$ cat config.mk
export PLATFORM = sky130hd
export DESIGN_NAME = fwd_hazard_scoreboard
export DESIGN_NICKNAME = d
export VERILOG_FILES = /design/src/rtl/fwd_hazard_scoreboard_pkg.sv /design/src/rtl/fwd_hazard_scoreboard_port_select.sv /design/src/rtl/fwd_hazard_scoreboard.sv
export SDC_FILE = /design/constraint.sdc
export NUM_CORES = 1
export LEC_CHECK = 0
export CORE_ASPECT_RATIO = 1.2
export CORE_MARGIN = 5
export CORE_UTILIZATION = 46
export DETAILED_ROUTE_END_ITERATION = 12
export HOLD_SLACK_MARGIN = 0.1
export PLACE_DENSITY = 0.84
export REMOVE_ABC_BUFFERS = 1
export SLEW_MARGIN = 30
export SYNTH_ARGS = -nofsm -noshare
export SYNTH_HDL_FRONTEND = slang
export SYNTH_SLANG_ARGS = --single-unit
$ cat constraint.sdc
create_clock -name clk -period 2.3 [get_ports clk]
set_input_delay 0.23 -clock clk [delete_from_list [all_inputs] [get_ports clk]]
set_output_delay 0.23 -clock clk [all_outputs]
set_load 0.05 [all_outputs]
$ cat src/rtl/fwd_hazard_scoreboard_pkg.sv
// Shared types and helpers for the forwarding/hazard scoreboard.
// Purely declarative: no latency, no backpressure.
package fwd_hazard_scoreboard_pkg;

  localparam int REG_AW_DEF  = 5;
  localparam int DEPTH_DEF   = 3;
  localparam int LAT_W_DEF   = 2;
  localparam int FWD_REGFILE = 0;
  localparam int SELW        = $clog2(DEPTH_DEF + 1);

  typedef struct packed {
    logic                  valid;
    logic [REG_AW_DEF-1:0] rd;
    logic [LAT_W_DEF-1:0]  lat;
  } slot_t;

  function automatic int sel_w(input int depth);
    return $clog2(depth + 1);
  endfunction

  // A zero latency still needs one cycle to land in slot 0; beyond DEPTH the
  // producer has left the window, so waiting longer than DEPTH is meaningless.
  function automatic int norm_lat(input int lat, input int depth);
    if (lat == 0) return 1;
    if (lat > depth) return depth;
    return lat;
  endfunction

endpackage

$ cat src/rtl/fwd_hazard_scoreboard_port_select.sv
// Per-read-port forwarding source picker: youngest matching slot wins.
// Combinational (0 cycles); raises hazard_o when that producer is not yet ready.
module fwd_port_select
  import fwd_hazard_scoreboard_pkg::*;
#(
  parameter int REG_AW = REG_AW_DEF,
  parameter int DEPTH  = DEPTH_DEF,
  parameter int LAT_W  = LAT_W_DEF
) (
  input  logic [DEPTH-1:0]        slot_vld_i,
  input  logic [DEPTH*REG_AW-1:0] slot_rd_i,
  input  logic [DEPTH*LAT_W-1:0]  slot_lat_i,
  input  logic [REG_AW-1:0]       rs_i,
  input  logic                    rs_used_i,
  output logic [sel_w(DEPTH)-1:0] sel_o,
  output logic                    hazard_o
);

  localparam int SW = sel_w(DEPTH);

  // Walk oldest to youngest so the youngest match overwrites any older one.
  always_comb begin
    sel_o    = SW'(FWD_REGFILE);
    hazard_o = 1'b0;
    for (int k = DEPTH - 1; k >= 0; k--) begin
      if (rs_used_i && slot_vld_i[k] && (slot_rd_i[k*REG_AW +: REG_AW] == rs_i)
          && (rs_i != '0)) begin
        if ((k + 1) >= int'(slot_lat_i[k*LAT_W +: LAT_W])) begin
          sel_o    = SW'(k + 1);
          hazard_o = 1'b0;
        end else begin
          sel_o    = SW'(FWD_REGFILE);
          hazard_o = 1'b1;
        end
      end
    end
  end

endmodule

$ cat src/rtl/fwd_hazard_scoreboard.sv
// Tracks in-flight writers from EX onward, registers per-port forwarding selects.
// FWD_SEL has 1 cycle latency (aligned to EX); STALL is combinational and holds IF/ID.
module fwd_hazard_scoreboard
  import fwd_hazard_scoreboard_pkg::*;
#(
  parameter int REG_AW       = REG_AW_DEF,
  parameter int NUM_RD_PORTS = 2,
  parameter int DEPTH        = DEPTH_DEF,
  parameter int LAT_W        = LAT_W_DEF,
  parameter int CNT_W        = 16
) (
  input  logic                                  clk,
  input  logic                                  rst_n,
  input  logic                                  ID_VALID,
  input  logic [NUM_RD_PORTS*REG_AW-1:0]        ID_RS,
  input  logic [NUM_RD_PORTS-1:0]               ID_RS_USED,
  input  logic [REG_AW-1:0]                     ID_RD,
  input  logic                                  ID_REGWRITE,
  input  logic [LAT_W-1:0]                      ID_LAT,
  input  logic                                  FLUSH,
  output logic                                  STALL,
  output logic [NUM_RD_PORTS*sel_w(DEPTH)-1:0]  FWD_SEL,
  output logic [CNT_W-1:0]                      STALL_CNT
);

  localparam int SW = sel_w(DEPTH);

  logic [DEPTH-1:0]           slot_vld_q, slot_vld_d;
  logic [DEPTH*REG_AW-1:0]    slot_rd_q,  slot_rd_d;
  logic [DEPTH*LAT_W-1:0]     slot_lat_q, slot_lat_d;
  logic [NUM_RD_PORTS*SW-1:0] sel_next, fwd_sel_q, fwd_sel_d;
  logic [NUM_RD_PORTS-1:0]    hazard;
  logic [CNT_W-1:0]           stall_cnt_q, stall_cnt_d;

  for (genvar p = 0; p < NUM_RD_PORTS; p++) begin : g_port
    fwd_port_select #(
      .REG_AW (REG_AW),
      .DEPTH  (DEPTH),
      .LAT_W  (LAT_W)
    ) u_sel (
      .slot_vld_i (slot_vld_q),
      .slot_rd_i  (slot_rd_q),
      .slot_lat_i (slot_lat_q),
      .rs_i       (ID_RS[p*REG_AW +: REG_AW]),
      .rs_used_i  (ID_RS_USED[p]),
      .sel_o      (sel_next[p*SW +: SW]),
      .hazard_o   (hazard[p])
    );
  end

  assign STALL = ID_VALID & (|hazard);

  always_comb begin
    slot_vld_d = slot_vld_q;
    slot_rd_d  = slot_rd_q;
    slot_lat_d = slot_lat_q;
    slot_vld_d[0]          = ID_VALID & ID_REGWRITE & (ID_RD != '0) & ~STALL & ~FLUSH;
    slot_rd_d[0 +: REG_AW] = ID_RD;
    slot_lat_d[0 +: LAT_W] = LAT_W'(norm_lat(int'(ID_LAT), DEPTH));
    for (int k = 1; k < DEPTH; k++) begin
      slot_vld_d[k]                = slot_vld_q[k-1];
      slot_rd_d[k*REG_AW +: REG_AW] = slot_rd_q[(k-1)*REG_AW +: REG_AW];
      slot_lat_d[k*LAT_W +: LAT_W]  = slot_lat_q[(k-1)*LAT_W +: LAT_W];
    end
  end

  // A bubble or a killed instruction in EX must not forward from anywhere.
  always_comb begin
    fwd_sel_d   = (STALL | FLUSH) ? '0 : sel_next;
    stall_cnt_d = stall_cnt_q;
    if (STALL && !(&stall_cnt_q)) stall_cnt_d = stall_cnt_q + 1'b1;
  end

  always_ff @(posedge clk or negedge rst_n) begin
    if (!rst_n) begin
      slot_vld_q  <= '0;
      slot_rd_q   <= '0;
      slot_lat_q  <= '0;
      fwd_sel_q   <= '0;
      stall_cnt_q <= '0;
    end else begin
      slot_vld_q  <= slot_vld_d;
      slot_rd_q   <= slot_rd_d;
      slot_lat_q  <= slot_lat_d;
      fwd_sel_q   <= fwd_sel_d;
      stall_cnt_q <= stall_cnt_d;
    end
  end

  assign FWD_SEL   = fwd_sel_q;
  assign STALL_CNT = stall_cnt_q;

endmodule

==> results of run 1 <==
-- kinds of logic (layout without fill, tap and decap cells) --
logic type,count (synthesis),count (layout)
compound gates,12,12
xor+xnor,44,44
fa+ha+maj,1,1
buf+inv,4,85
flops,42,42
mux,3,3
simple gates,64,64
-- state kept, by name, summed over array words and instances, names as in the netlist --
register,cells
slot_vld_q,3
slot_lat_q,4
FWD_SEL,4
STALL_CNT,16
slot_rd_q,15
-- worst max-delay path by stage --
stage	cells past startpoint	to
2_1_floorplan	7	STALL_CNT[15]
3_3_place_gp	8	FWD_SEL[1]
3_5_place_dp	8	FWD_SEL[1]
4_1_cts	6	STALL
5_1_grt	7	STALL
6_report	7	STALL
-- through the flow --
step	area, um2	util	TNS [ns]	std cells	power (mW)
2_1_floorplan	2000	-	0	168	0.859
3_3_place_gp	2660	0.624	-4.88	287	0.960
3_5_place_dp	2660	0.624	-6.12	287	0.964
4_1_cts	2820	0.661	-0.0581	301	1.54
5_1_grt	2950	0.693	-1.01	307	1.61
6_report	2950	0.693	-0.372	307	1.56
-- report_power, final --
group / internal, mW / switching [mW] / total, mW
Clock: 0.324 / 0.269 / 0.593
Sequential: 0.760 / 0.0225 / 0.782
Combinational: 0.0961 / 0.0916 / 0.188
-- area by class of cell --
type / count / share of cell area
inverters: 2 / 0.00254
repair buffers: 75 / 0.236
well taps: 56 / 0.0237
clock buffers: 6 / 0.0246
multi-input cells: 124 / 0.345
clock inverters: 2 / 0.0127
flip-flops and latches: 42 / 0.356
-- timing repair --
action | CTS | global route
cloned | 0 | 1
hold buffers | 1 | 0
gates resized for setup | 6 | 19
endpoints found under the setup margin | 8 | 21
setup buffers | 6 | 6
hold endpoints to repair | 33 | 0
pin swaps | 10 | 13
-- layout by cell type, fill, tap and decap left out, types with 2 or more instances in the layout --
cell / instances
nand3_1: 8
buf_6: 5
dlygate4sd2_1: 5
nor3_2: 3
clkbuf_8: 5
mux2_2: 2
dfrtp_1: 42
nand2b_1: 3
o21ai_4: 2
nor4_2: 2
nor3_1: 4
inv_1: 2
nand4_1: 7
or2_2: 2
a21oi_1: 2
xnor2_1: 31
nor2b_1: 2
nand2_1: 10
and3_1: 3
nor2_1: 4
buf_4: 25
clkdlybuf4s50_1: 36
nand2_2: 3
nand4b_1: 2
or4_1: 3
xor2_1: 12
-- metal layers --
metal / vias to the layer above / track usage
li1: 751 / -
met2: 53 / 0.313
met5: - / 0
met4: 0 / 0.0805
met1: 818 / 0.207
met3: 13 / 0.0412
-- critical path, cell delays in order --
cell and delay (ns):
clkdlybuf4s50_1 0.48, or4_1 0.48, o21ai_2 0.26, nand4b_4 0.23, a22oi_2 0.12, o2bb2ai_4 0.23
buf_12 0.16
==> impl_metrics.csv, run 1 <==
group,metric,value,unit
outcome,status,"complete, but fails checks",
outcome,violations,"negative setup slack",
final_layout,nets,275,
yosys,yosysMostFrequentCell,"dfrtp_1",
yosys,synth_xor_area_frac,0.191,
power_and_ir_drop,p_per_area,529,nW/um2
global_routing,overflow,0,
die,core_area,4260,um2
drt,wl_met1,2150,um
drt,drt.antenna.violating_nets,0,
drt,drc_errors,0,
yosys,yosys_warnings,0,
setup_path,crit_fanout,4,
sta,tightest_slew,0.518,ns
setup_path,critPathLaunch,"ID_RS[2]",
cts,h-tree-depth,2,
die,rows,26,
die,die_w,70.4,um
placement,pre_cts_ws,-0.386,ns
yosys,synth_area_leader_cell,"dfrtp_1",
yosys,async_flop_share,1.00,
drt,wl,5260,um
final_layout,nFillCells,289,
yosys,synthMuxAreaShare,0.0168,
global_routing,grt_use_total,0.178,
drt,wl_met3,224,um
die,initial_core_util,0.473,
yosys,synth_edf_count,0,
cts,cts_tree,"done",
sta,fmax,410,MHz
sta,finClkSkew,0.0140,ns
yosys,synthAdderAreaFrac,0.00621,
sta,slew-limit-headroom,0.653,
min_path,hp-class,"flop to flop",
min_path,holdPathStages,0,
die,dieArea,5810,um2
yosys,yosysSeqAreaShare,0.522,
setup_path,reg2reg_depth,10,
yosys,synthSimpleGateAreaFrac,0.192,
yosys,syn_area_per_cell,11.8,um2
sta,finalHoldViolCount,0,
cts,clkTransAtPathRegs,0.08,ns
placement,place.gp.congestion,0.820,
setup_path,end_kind,"output pin",
placement,portBuffers,44,
power_and_ir_drop,peakVddDrop,0.000397,V
yosys,ys.flop_type,"dfrtp_1",
yosys,synth_top_family_by_area,"simple AND/OR/NAND/NOR gates",
drt,first_iter_violations,119,
power_and_ir_drop,p_leak,1.24,nW
yosys,ys_types,36,
sta,setup_viol,10,
yosys,ys_top_cells_by_count,"dfrtp_1, xnor2_1, nand2_1, xor2_1, nand3_1",
placement,hpwl,3330,um
final_layout,drive_above_1_share,0.255,
die,die-height,82.5,um
sta,drv_slew,0,
yosys,synth_top_area_share,0.522,
drt,vias_per_cell,5.33,
final_layout,diodes,0,
setup_path,timing.rr.end,"STALL_CNT[6]",
sta,rsz0062_at_grt,"true",
min_path,whs_endpoint,"slot_lat_q[2]",
yosys,synth_area_leaders,"dfrtp_1, xnor2_1, xor2_1",
global_routing,antenna_found_initial,0,
setup_path,cp.arrival,2.21,ns
cts,clock_sinks,42,
yosys,synth.cell_area,2010,um2
global_routing,grt_pass1_wl,7880,um
yosys,synth_seq_cells,42,
cts,cts-root-buf,"clkbuf_8",
job,maxCapViolations,0,
final_layout,multi_input_area,1020,um2
cts,clockBufferDepth,2,
drt,vias,1635,
final_layout,register_area,1050,um2
setup_path,r2r_start,"slot_rd_q[0]",
drt,routed-wl-met2,2740,um
yosys,synth_compound_area_frac,0.0609,
setup_path,cp.required,2.07,ns
min_path,min_from,"slot_lat_q[0]",
final_layout,syn2layout_area_growth,46.5,%
sta,min_period,2.44,ns
drt,wl_per_cell,17.1,um
drt,dr.pass1.iters,4,
cts,cts_buffers,5,
die,boundaryPins,45,
drt,top_layer_used,"met4",
setup_path,critPathKind,"input port to output pin",
setup_path,rrSetupSlack,-0.02,ns
global_routing,grt_pass1_vias,1665,
sta,fin_crit_sh,1.06,
setup_path,start_kind,"input port",
sta,final.setup.worst_slack,-0.137,ns
cts,clock_latency,0.30,ns
sta,timing.hold.ws,0.362,ns
yosys,syn_inst,170,
global_routing,grt_max_degree,43,
(Power assumes the default switching activity.)
==> run 2: changes to the inputs <==
--- a/config.mk
+++ b/config.mk
@@ -12,7 +12,7 @@
 export HOLD_SLACK_MARGIN = 0.1
 export PLACE_DENSITY = 0.84
 export REMOVE_ABC_BUFFERS = 1
-export SLEW_MARGIN = 30
+export SLEW_MARGIN = 20
 export SYNTH_ARGS = -nofsm -noshare
 export SYNTH_HDL_FRONTEND = slang
 export SYNTH_SLANG_ARGS = --single-unit
==> run 2 against run 1 <==
The flow still finishes with violations (negative setup slack). Global-route usage unchanged. Clock skew about the same. Worst hold slack gained 0.00065 ns. Largest cell class unchanged. Critical endpoint unchanged. Via count increased by 0.61%. Critical path depth unchanged. Sequential power hardly changed. First-iteration DRC count increased by 16%. Final cell count stayed put. Fmax is essentially flat. Clock power hardly changed.
==> impl_metrics.csv, run 2 (same netlist as run 1, synthesis figures left out) <==
group,metric,value,unit
outcome,status,"complete, but fails checks",
outcome,violations,"negative setup slack",
global_routing,grt_use_total,0.178,
setup_path,critPathKind,"input port to output pin",
setup_path,cp_slowest_cell,"clkdlybuf4s50_1",
setup_path,crit_buf_inv,2,
sta,rsz0062_at_grt,"true",
placement,place.gp.congestion,0.820,
sta,min_period,2.44,ns
placement,hpwl,3330,um
setup_path,path_delay_family,"simple AND/OR/NAND/NOR gates",
global_routing,grt_pass1_wl,7880,um
setup_path,start_kind,"input port",
setup_path,cp_slowest_stage_delay,0.48,ns
power_and_ir_drop,p_clk_frac,0.379,
power_and_ir_drop,peakVddDrop,0.000395,V
final_layout,drive_above_1_share,0.255,
final_layout,diodes,0,
drt,first_iter_violations,138,
power_and_ir_drop,p_per_area,529,nW/um2
global_routing,grt_max_degree,43,
job,maxCapViolations,0,
sta,fmax,410,MHz
power_and_ir_drop,share_seq_of_total_power,0.501,
sta,drv_slew,0,
die,initial_core_util,0.473,
setup_path,path_cells,"clkdlybuf4s50_1 > or4_1 > o21ai_2 > nand4b_4 > a22oi_2 > o2bb2ai_4 > buf_12",
power_and_ir_drop,p_leak,1.24,nW
power_and_ir_drop,p_int,1.18,mW
drt,vias,1645,
sta,tightest_slew,0.904,ns
sta,finClkSkew,0.0140,ns
drt,wl_per_cell,17.2,um
sta,fin_setup_tns,-0.357,ns
final_layout,nFillCells,290,
drt,wl,5270,um
setup_path,cp.required,2.07,ns
sta,slew-limit-headroom,0.397,
cts,cts_buffers,5,
final_layout,layout_common_cells,"dfrtp_1, clkdlybuf4s50_1, xnor2_1",
sta,finalHoldViolCount,0,
drt,drt.antenna.violating_nets,0,
sta,setup_viol,10,
final_layout,syn2layout_area_growth,46.4,%
power_and_ir_drop,swShare,0.244,
sta,timing.hold.ws,0.363,ns
die,boundaryPins,45,
setup_path,r2r_start,"slot_rd_q[0]",
setup_path,end_kind,"output pin",
cts,clock_latency,0.30,ns
placement,portBuffers,44,
final_layout,layout_commonest_cell,"dfrtp_1",
cts,clkTransAtPathRegs,0.08,ns
drt,dr.pass1.iters,4,
final_layout,nets,275,
global_routing,antenna_found_initial,0,
setup_path,cp.arrival,2.21,ns
setup_path,critPathLaunch,"ID_RS[2]",
cts,cts-root-buf,"clkbuf_8",
cts,clock_sinks,42,
die,dieArea,5810,um2
final_layout,largest_reg_flops,16,
global_routing,overflow,0,
cts,clockBufferDepth,2,
min_path,min_from,"slot_lat_q[0]",
die,core_area,4260,um2
cts,h-tree-depth,2,
die,rows,26,
min_path,hp-class,"flop to flop",
cts,cts_tree,"done",
die,die_w,70.4,um
drt,drc_errors,0,
setup_path,crit_fanout,4,
power_and_ir_drop,p_switching,381,uW
sta,final.setup.worst_slack,-0.138,ns
global_routing,grt_pass1_vias,1665,
die,die-height,82.5,um
power_and_ir_drop,combinationalPowerShare,0.120,
drt,vias_per_cell,5.36,
sta,fin_crit_sh,1.06,
[run 2: cell count changes in the layout (fill, tap and decap cells not counted)]
cell / change
buf_4: -1
buf_2: +1
[run 2: power by group through the flow]
stage | Sequential, mW | Combinational (mW) | Clock [mW]
6_report | 0.782 | 0.187 | 0.591
5_1_grt | 0.784 | 0.202 | 0.622
4_1_cts | 0.781 | 0.169 | 0.592
3_5_place_dp | 0.796 | 0.169 | 0
3_3_place_gp | 0.794 | 0.166 | 0
2_1_floorplan | 0.801 | 0.0580 | 0
[run 2: metrics by stage]
stage | util | setup WS (ns) | cells | instance area [um2] | total power, mW
after floorplan | - | 0.0612 | 168 | 2000 | 0.859
after global placement | 0.624 | -0.297 | 287 | 2660 | 0.960
after detailed placement | 0.624 | -0.386 | 287 | 2660 | 0.964
after CTS | 0.661 | -0.0190 | 301 | 2820 | 1.54
after global routing | 0.692 | -0.150 | 307 | 2950 | 1.61
final | 0.692 | -0.138 | 307 | 2950 | 1.56
[run 2: worst paths after layout]
kind | slack (ns) | end | depth (start not counted)
worst max-delay path | -0.14 | STALL | 7
worst min-delay path | 0.36 | slot_lat_q[2] | 0
worst max register to register | -0.03 | STALL_CNT[6] | 10
worst min register to register | 0.36 | slot_lat_q[2] | 0
max in group asynchronous | 1.13 | STALL_CNT[6] | 2
min in group asynchronous | 0.59 | slot_rd_q[8] | 2
[run 2: timing repair]
action	4_1_cts	5_1_grt
buffers inserted	6	6
resized for setup	6	19
gates cloned	0	1
hold buffers	1	0
pin swaps	10	13
endpoints found under the setup margin	8	21
endpoints found under the hold margin	33	0
[run 2: cell type report]
type | count | area, um2 | area share
Multi-Input combinational cell | 124 | 1020 | 0.345
Inverter | 2 | 7.51 | 0.00255
Timing Repair Buffer | 75 | 693 | 0.235
Tap cell | 56 | 70.1 | 0.0238
Clock buffer | 6 | 72.6 | 0.0246
Sequential cell | 42 | 1050 | 0.356
Clock inverter | 2 | 37.5 | 0.0127
[run 2: per-layer routing]
| layer | routed length, um | track usage |
|---|---|---|
| met4 | 153 | 0.0805 |
| met2 | 2760 | 0.313 |
| met5 | 0 | 0 |
| met1 | 2100 | 0.207 |
| met3 | 252 | 0.0412 |
